<file path="config.mk">
export PLATFORM = sky130hd
export DESIGN_NAME = turf_ram_arbiter
export DESIGN_NICKNAME = d
export VERILOG_FILES = /design/src/rtl/turf_ram_arbiter.sv
export SDC_FILE = /design/constraint.sdc
export NUM_CORES = 1
export LEC_CHECK = 0
export BUFFER_PORTS_ARGS = -buffer_cell sky130_fd_sc_hd__buf_2
export CORE_UTILIZATION = 40
export DETAILED_ROUTE_END_ITERATION = 8
export GPL_TIMING_DRIVEN = 1
export PLACE_DENSITY_LB_ADDON = 0.2
export SYNTH_ARGS = -nofsm -noshare
export SYNTH_HDL_FRONTEND = slang
export SYNTH_SLANG_ARGS = --single-unit
</file>
<file path="constraint.sdc">
create_clock -name CLOCK_50 -period 5.34 [get_ports CLOCK_50]
set_input_delay 0.534 -clock CLOCK_50 [delete_from_list [all_inputs] [get_ports CLOCK_50]]
set_output_delay 0.534 -clock CLOCK_50 [all_outputs]
set_load 0.05 [all_outputs]
</file>
<file path="src/rtl/turf_ram_arbiter.sv">
// Single-port board RAM arbiter: clear engine, game port and display port share one access per
// cycle; game has priority but the display is guaranteed a slot after a bounded game burst.
module turf_ram_arbiter #(
  parameter int unsigned ADDR_W         = 15,
  parameter int unsigned DATA_W         = 3,
  parameter int unsigned DEPTH          = 32768,
  parameter int unsigned READ_LAT       = 1,
  parameter int unsigned GAME_BURST_MAX = 8
) (
  input  logic              CLOCK_50,
  input  logic              reset,
  input  logic              clear_req,
  output logic              clear_busy,
  output logic              clear_done,
  input  logic              g_req,
  input  logic              g_wr,
  input  logic [ADDR_W-1:0] g_addr,
  input  logic [DATA_W-1:0] g_wdata,
  output logic              g_gnt,
  output logic              g_rvalid,
  output logic [DATA_W-1:0] g_rdata,
  input  logic              v_req,
  input  logic [ADDR_W-1:0] v_addr,
  output logic              v_gnt,
  output logic              v_rvalid,
  output logic [DATA_W-1:0] v_rdata,
  output logic [ADDR_W-1:0] ram_address,
  output logic [DATA_W-1:0] ram_data,
  output logic              ram_wren,
  input  logic [DATA_W-1:0] ram_q
);

  localparam int unsigned CNT_W   = (DEPTH > 1) ? $clog2(DEPTH) : 1;
  localparam int unsigned BURST_W = $clog2(GAME_BURST_MAX + 1);

  localparam logic [0:0] StClear = 1'b0;
  localparam logic [0:0] StServe = 1'b1;

  logic [0:0]         state_q, state_d;
  logic [CNT_W-1:0]   cnt_q, cnt_d;
  logic               done_q, done_d;
  logic [BURST_W-1:0] burst_q, burst_d;
  logic [READ_LAT-1:0] gtag_q, vtag_q;
  logic [DATA_W-1:0]  grdata_q, vrdata_q;

  logic               g_gnt_c, v_gnt_c, wren_c;
  logic [ADDR_W-1:0]  addr_c;
  logic [DATA_W-1:0]  wdata_c;
  logic               g_rd;

  always_comb begin
    state_d = state_q;
    cnt_d   = cnt_q;
    done_d  = 1'b0;
    g_gnt_c = 1'b0;
    v_gnt_c = 1'b0;
    wren_c  = 1'b0;
    addr_c  = v_addr;
    wdata_c = g_wdata;
    unique case (state_q)
      StClear: begin
        wren_c  = 1'b1;
        addr_c  = ADDR_W'(cnt_q);
        wdata_c = '0;
        if (cnt_q == CNT_W'(DEPTH - 1)) begin
          state_d = StServe;
          done_d  = 1'b1;
        end else begin
          cnt_d = cnt_q + CNT_W'(1);
        end
      end
      default: begin
        if (clear_req) begin
          state_d = StClear;
          cnt_d   = '0;
        end else begin
          // Display pre-empts the game once it has waited through a full burst.
          if (g_req && !(v_req && burst_q == BURST_W'(GAME_BURST_MAX))) begin
            g_gnt_c = 1'b1;
            addr_c  = g_addr;
            wren_c  = g_wr;
          end else if (v_req) begin
            v_gnt_c = 1'b1;
          end
        end
      end
    endcase
  end

  always_comb begin
    burst_d = burst_q;
    if (!v_req || v_gnt_c) begin
      burst_d = '0;
    end else if (g_gnt_c && burst_q != BURST_W'(GAME_BURST_MAX)) begin
      burst_d = burst_q + BURST_W'(1);
    end
  end

  // Reset forces every output to its quiescent value within the reset cycle itself.
  always_comb begin
    g_gnt       = g_gnt_c & ~reset;
    v_gnt       = v_gnt_c & ~reset;
    ram_wren    = wren_c & ~reset;
    ram_address = reset ? '0 : addr_c;
    ram_data    = reset ? '0 : wdata_c;
    clear_busy  = reset | (state_q == StClear);
    clear_done  = done_q & ~reset;
    g_rvalid    = gtag_q[READ_LAT-1] & ~reset;
    v_rvalid    = vtag_q[READ_LAT-1] & ~reset;
    g_rdata     = reset ? '0 : (g_rvalid ? ram_q : grdata_q);
    v_rdata     = reset ? '0 : (v_rvalid ? ram_q : vrdata_q);
  end

  assign g_rd = g_gnt & ~g_wr;

  always_ff @(posedge CLOCK_50) begin
    if (reset) begin
      state_q  <= StClear;
      cnt_q    <= '0;
      done_q   <= 1'b0;
      burst_q  <= '0;
      gtag_q   <= '0;
      vtag_q   <= '0;
      grdata_q <= '0;
      vrdata_q <= '0;
    end else begin
      state_q   <= state_d;
      cnt_q     <= cnt_d;
      done_q    <= done_d;
      burst_q   <= burst_d;
      gtag_q[0] <= g_rd;
      vtag_q[0] <= v_gnt;
      for (int i = 1; i < int'(READ_LAT); i++) begin
        gtag_q[i] <= gtag_q[i-1];
        vtag_q[i] <= vtag_q[i-1];
      end
      grdata_q  <= g_rdata;
      vrdata_q  <= v_rdata;
    end
  end

endmodule

</file>
==> results of run 1 <==
## cells by family after synthesis
family	after synthesis	synth area share, %
fa+ha+maj	3	2.04
flops	29	31.6
simple gates	88	24.2
buf+inv	27	6.54
mux	21	11.4
compound gates	57	24.2
## report_power, final
group	switching [mW]	internal, mW	leakage, nW
clock	0.0839	0.0901	0.0450
combinational	0.0279	0.0228	0.649
sequential	0.00326	0.218	0.234
total	0.115	0.331	0.928
## stage by stage
step	total power, mW	utilization, %	hold slack [ns]
final	0.446	51.9	0.441
after CTS	0.449	51.9	0.438
after global routing	0.462	51.9	0.448
after global placement	0.277	50.0	0.468
after floorplan	0.256	-	0.456
after detailed placement	0.278	50.0	0.476
## placed cells by master, fill, tap and decap left out, drive strengths merged, types with 2 or more instances in the layout
master  count
buf        73
nor2       38
dfxtp      29
mux2i      21
a211oi     19
inv        11
nand2       9
a21oi       7
nand3       7
a31oi       6
clkbuf      6
nor2b       5
nand2b      5
o21ai       5
and2        4
nor3        4
nand4       3
nor4        3
ha          3
a311oi      3
o31a        2
a31o        2
a41oi       2
a211o       2
nor4b       2
clkinv      2
or4         2
## area by class of cell
cell class	count	area, um2
clock buffer	6	72.6
clock inverter	2	10.0
fill	443	2110
inverter	11	41.3
multi-input combinational	169	1140
sequential	29	581
tap	52	65.1
timing repair buffer	73	368
## routing by layer
layer	vias up	wire, um	GRT usage [%]
met3	7	176	4.51
met1	881	2100	24.1
met2	47	2250	33.4
met5	-	0	0
met4	0	45	6.22
li1	956	-	-
## worst max-delay path: stages (launching register included)
cell and delay [ns]:
dfxtp_1 0.34, inv_1 0.08, ha_1 0.19, and3b_1 0.22, a211oi_4 0.91, mux2i_1 0.19
a211oi_1 0.27, buf_2 0.31
## how the worst max path moves through the flow
stage,end
2_1_floorplan,ram_address[10]
6_report,ram_address[2]
3_5_place_dp,ram_address[2]
3_3_place_gp,ram_address[7]
5_1_grt,ram_address[10]
4_1_cts,ram_address[2]
## state kept, by name (all words and copies together), names as in the netlist
signal	flops
state_q	1
burst_q	4
cnt_q	15
grdata_q	3
gtag_q	1
done_q	1
vrdata_q	3
vtag_q	1
==> results.cfg, run 1 <==
[final_layout]
design_area_um2 = 2270
layout-drive-gt1-share_pct = 31.7
insertedDiodeCount = 0
nets = 334
final_cell_count_no_fill = 342
area_growth_pct = 23.8

[placement]
hpwl_um = 3340
port_buffers = 72
gp_congestion = 0.860
pre_cts_slack_ns = 2.25
placed_area_um2 = 2190
dpl.cell_count = 334

[sta]
post-route-min-period_ns = 3.33
worst_pin_slew_ns = 1.06
final-setup-viol-count = 0
max_freq_mhz = 301
setup_ws_ns = 2.01
maxSlewHeadroom_pct = 29.3
finClkSkew_ns = 0.00710
slew_viol_final = 0
rsz0062_at_grt = no
tns_ns = 0
period_share_pct = 62.3
finalHoldViolations = 0

[die]
start_util_pct = 41.9
die_h_um = 69.8
fp.coreArea_um2 = 4380
io_pins = 73
die-area_um2 = 4870
core.rowCount = 24
die_x_um = 69.8

[synth]
async_flop_share_pct = 0
syn_inst = 225
synth.area.top_cells = dfxtp_1 (32%), mux2i_1 (11%), nor2_1 (7.8%)
ys.flop_type = dfxtp_1
ys_warn_count = 0
syn_nets = 270
ys_seq_elements = 29
yosysTopAreaCellShare_pct = 31.6
synth_area_leader_cell = dfxtp_1
synthMostInstantiatedCell = nor2_1
synth.distinct_cells = 48
synth_enable_flop_cells = 0
synth_common_cells = nor2_1 (38), dfxtp_1 (29), mux2i_1 (21), a211oi_1 (18), inv_1 (11)
seq_area_frac_synth_pct = 31.6
avgSynthCellArea_um2 = 8.16
syn-cell-area_um2 = 1840

[worst_setup_path]
critPathMaxFanout = 17
cp-start-kind = flop
rr_startpoint = cnt_q[0]
worstPathRequired_ns = 4.81
arrival_ns = 2.79
critPathLaunch = burst_q[0]
reg2reg_to = cnt_q[6]
worstSetupEndpointType = output pin
crit_type = flop to output pin
r2r_setup_slack_ns = 3.02
reg2regPathDepth = 5

[worst_hold_path]
hold_depth = 2
hold_end = gtag_q
worstHoldStart = g_wr
min_path_type = input port to flop

[pwr]
p_per_area_nw_per_um2 = 196
p_leak_nw = 0.928
vdd_drop_max_uv = 108

[grt]
grt.overflow.total = 0
grt_max_degree = 53
grt_pass1_wl_um = 7810
gr-usage-all-layers_pct = 19.5
grt_pass1_vias = 1752
antenna_found_initial = 0

[drt]
wl_per_cell_um = 13.4
route.vias.total = 1891
drc_errors = 0
viasPerCell = 5.53
drtIter0Drc = 130
ant_nets = 0
routed_wl_um = 4580
dr.pass1.iters = 4

[flow_run]
cap_viol_max_count = 0

[outcome]
status = completed

[cts]
hold_buffers = 0
tritoncts = done
cts_resized = 0
clkSlewWorstSetupHoldPaths_ns = 0.07
clkLatencyLatePin_ns = 0.28
numCtsBuffers = 5
root_buffer = clkbuf_8
cts-htree-levels = 2
cts_setup_buffers = 0
clkSinkCount = 29
cts_buffer_depth = 2
(Power assumes the default switching activity.)
==> run 2, diff against run 1 <==
==> constraint.sdc (replaced) <==
create_clock -name CLOCK_50 -period 2.8 [get_ports CLOCK_50]
set_input_delay 0.28 -clock CLOCK_50 [delete_from_list [all_inputs] [get_ports CLOCK_50]]
set_output_delay 0.28 -clock CLOCK_50 [all_outputs]
set_load 0.05 [all_outputs]
==> results.cfg, run 2 (same netlist as run 1, synthesis figures left out) <==
[outcome]
status = completed

[pwr]
p_leak_nw = 0.951
vdd_drop_max_uv = 232
p_per_area_nw_per_um2 = 365

[final_layout]
largest_registers = cnt_q: 15 flops, burst_q: 4 flops
multi_input_area_um2 = 1210
final_util_pct = 54.0
final_cell_count_no_fill = 343
layout_commonest_cell = buf_2
design_area_um2 = 2370
final_cell_mix = buf_2 (72), nor2_1 (38), dfxtp_1 (28), mux2i_1 (21), a211oi_2 (15)
insertedDiodeCount = 0
largest_reg_flops = 15
ff_latch_area_um2 = 582
nets = 336
nFillCells = 424
top_register = cnt_q
layout-drive-gt1-share_pct = 37.5
area_growth_pct = 29.0

[grt]
met1_usage_pct = 25.9
grt_pass1_wl_um = 7470
gr-usage-all-layers_pct = 18.8
grt_util_met3_pct = 6.40
grt.overflow.total = 0
grt_util_met2_pct = 27.9
grt_max_degree = 35
grt-busiest-layer = met2
grt_pass1_vias = 1621
antenna_found_initial = 0

[worst_setup_path]
worstPathRequired_ns = 2.52
crit_type = flop to output pin
cp_cell_sequence = inv_1 -> ha_1 -> and3b_1 -> a211oi_4 -> buf_4 -> mux2i_1 -> a211oi_2 -> buf_2
critPathMaxFanout = 17
worstSetupEndpointType = output pin
arrival_ns = 2.32
slowest_stage = dfxtp_1
slowest_delay_ns = 0.34
cp-start-kind = flop

[drt]
route.vias.total = 1858
drtIter0Drc = 137
routed_wl_um = 4530
dr.pass1.iters = 4
ant_nets = 0
drc_errors = 0
wl_per_cell_um = 13.2
viasPerCell = 5.42

[sta]
max_freq_mhz = 385
final-setup-viol-count = 0
slew_viol_final = 0
maxSlewHeadroom_pct = 55.0
tns_ns = 0
period_share_pct = 92.8
post-route-min-period_ns = 2.60
worst_pin_slew_ns = 0.675
finalHoldViolations = 0
whs_ns = 0.180
rsz0062_at_grt = no
finClkSkew_ns = 0.00489

[cts]
numCtsBuffers = 5
clkSlewWorstSetupHoldPaths_ns = 0.06
cts_buffer_depth = 2
clkSinkCount = 29
cts-htree-levels = 2
root_buffer = clkbuf_8
hold_buffers = 0
tritoncts = done
cts_resized = 0
clkLatencyLatePin_ns = 0.27
cts_setup_buffers = 0

[flow_run]
cap_viol_max_count = 0

[die]
die-area_um2 = 4870
start_util_pct = 41.9
io_pins = 73
die_x_um = 69.8
fp.coreArea_um2 = 4380
core.rowCount = 24
die_h_um = 69.8

[placement]
dpl.cell_count = 336
gp_congestion = 0.880
hpwl_um = 3270
port_buffers = 72
placed_area_um2 = 2280

[worst_hold_path]
min_path_type = input port to flop
==> run 2: cell types whose count changed in the layout (fill, tap and decap cells not counted) <==
cell and change:
buf_4 +2, a211oi_2 +15, a211oi_1 -15, clkbuf_8 +1
dfxtp_1 -1, dfxtp_2 +1, clkinv_2 -2
==> run 2: worst max-delay path, delay by kind of cell (launching register included) <==
family / cells / cell delay [ns]
AOI/OAI and AO/OA: 2 / 0.47
adders and majority gates: 1 / 0.20
buffers and inverters: 3 / 0.67
DFF: 1 / 0.34
muxes: 1 / 0.14
and+or+nand+nor: 1 / 0.23
==> run 2: layout make-up <==
class | count | share of cell area [%]
clock buffer | 7 | 3.65
inverter | 11 | 1.74
multi-input combinational | 169 | 51.1
sequential | 29 | 24.6
tap | 52 | 2.75
timing repair buffer | 75 | 16.2
==> run 2: path summary, 6_finish.rpt <==
| check | start | endpoint | slack, ns | cells past startpoint |
|---|---|---|---|---|
| worst max register to register | cnt_q[0] | cnt_q[9] | 0.57 | 5 |
| worst min register to register | grdata_q[1] | grdata_q[1] | 0.48 | 2 |
| worst max-delay path | burst_q[0] | ram_address[0] | 0.20 | 8 |
| worst min-delay path | g_wr | gtag_q | 0.18 | 2 |
==> run 2: stage by stage <==
step	worst slack [ns]	power [mW]
floorplan	0.158	0.494
global placement	0.525	0.535
detailed placement	0.470	0.537
CTS	0.181	0.880
global route	0.0678	0.903
finish	0.201	0.865
==> run 2: metal layers <==
metal | vias to the layer above | share of wire [%] | wire length, um
li1 | 960 | - | -
met1 | 807 | 49 | 2230
met2 | 89 | 41 | 1850
met3 | 2 | 9.6 | 435
met4 | 0 | 0.33 | 15
met5 | - | 0 | 0
==> run 2: power breakdown <==
group,switching (mW),internal [mW],leakage (nW)
logic,0.0592,0.0454,0.672
clock network,0.143,0.194,0.0443
registers,0.00600,0.416,0.235
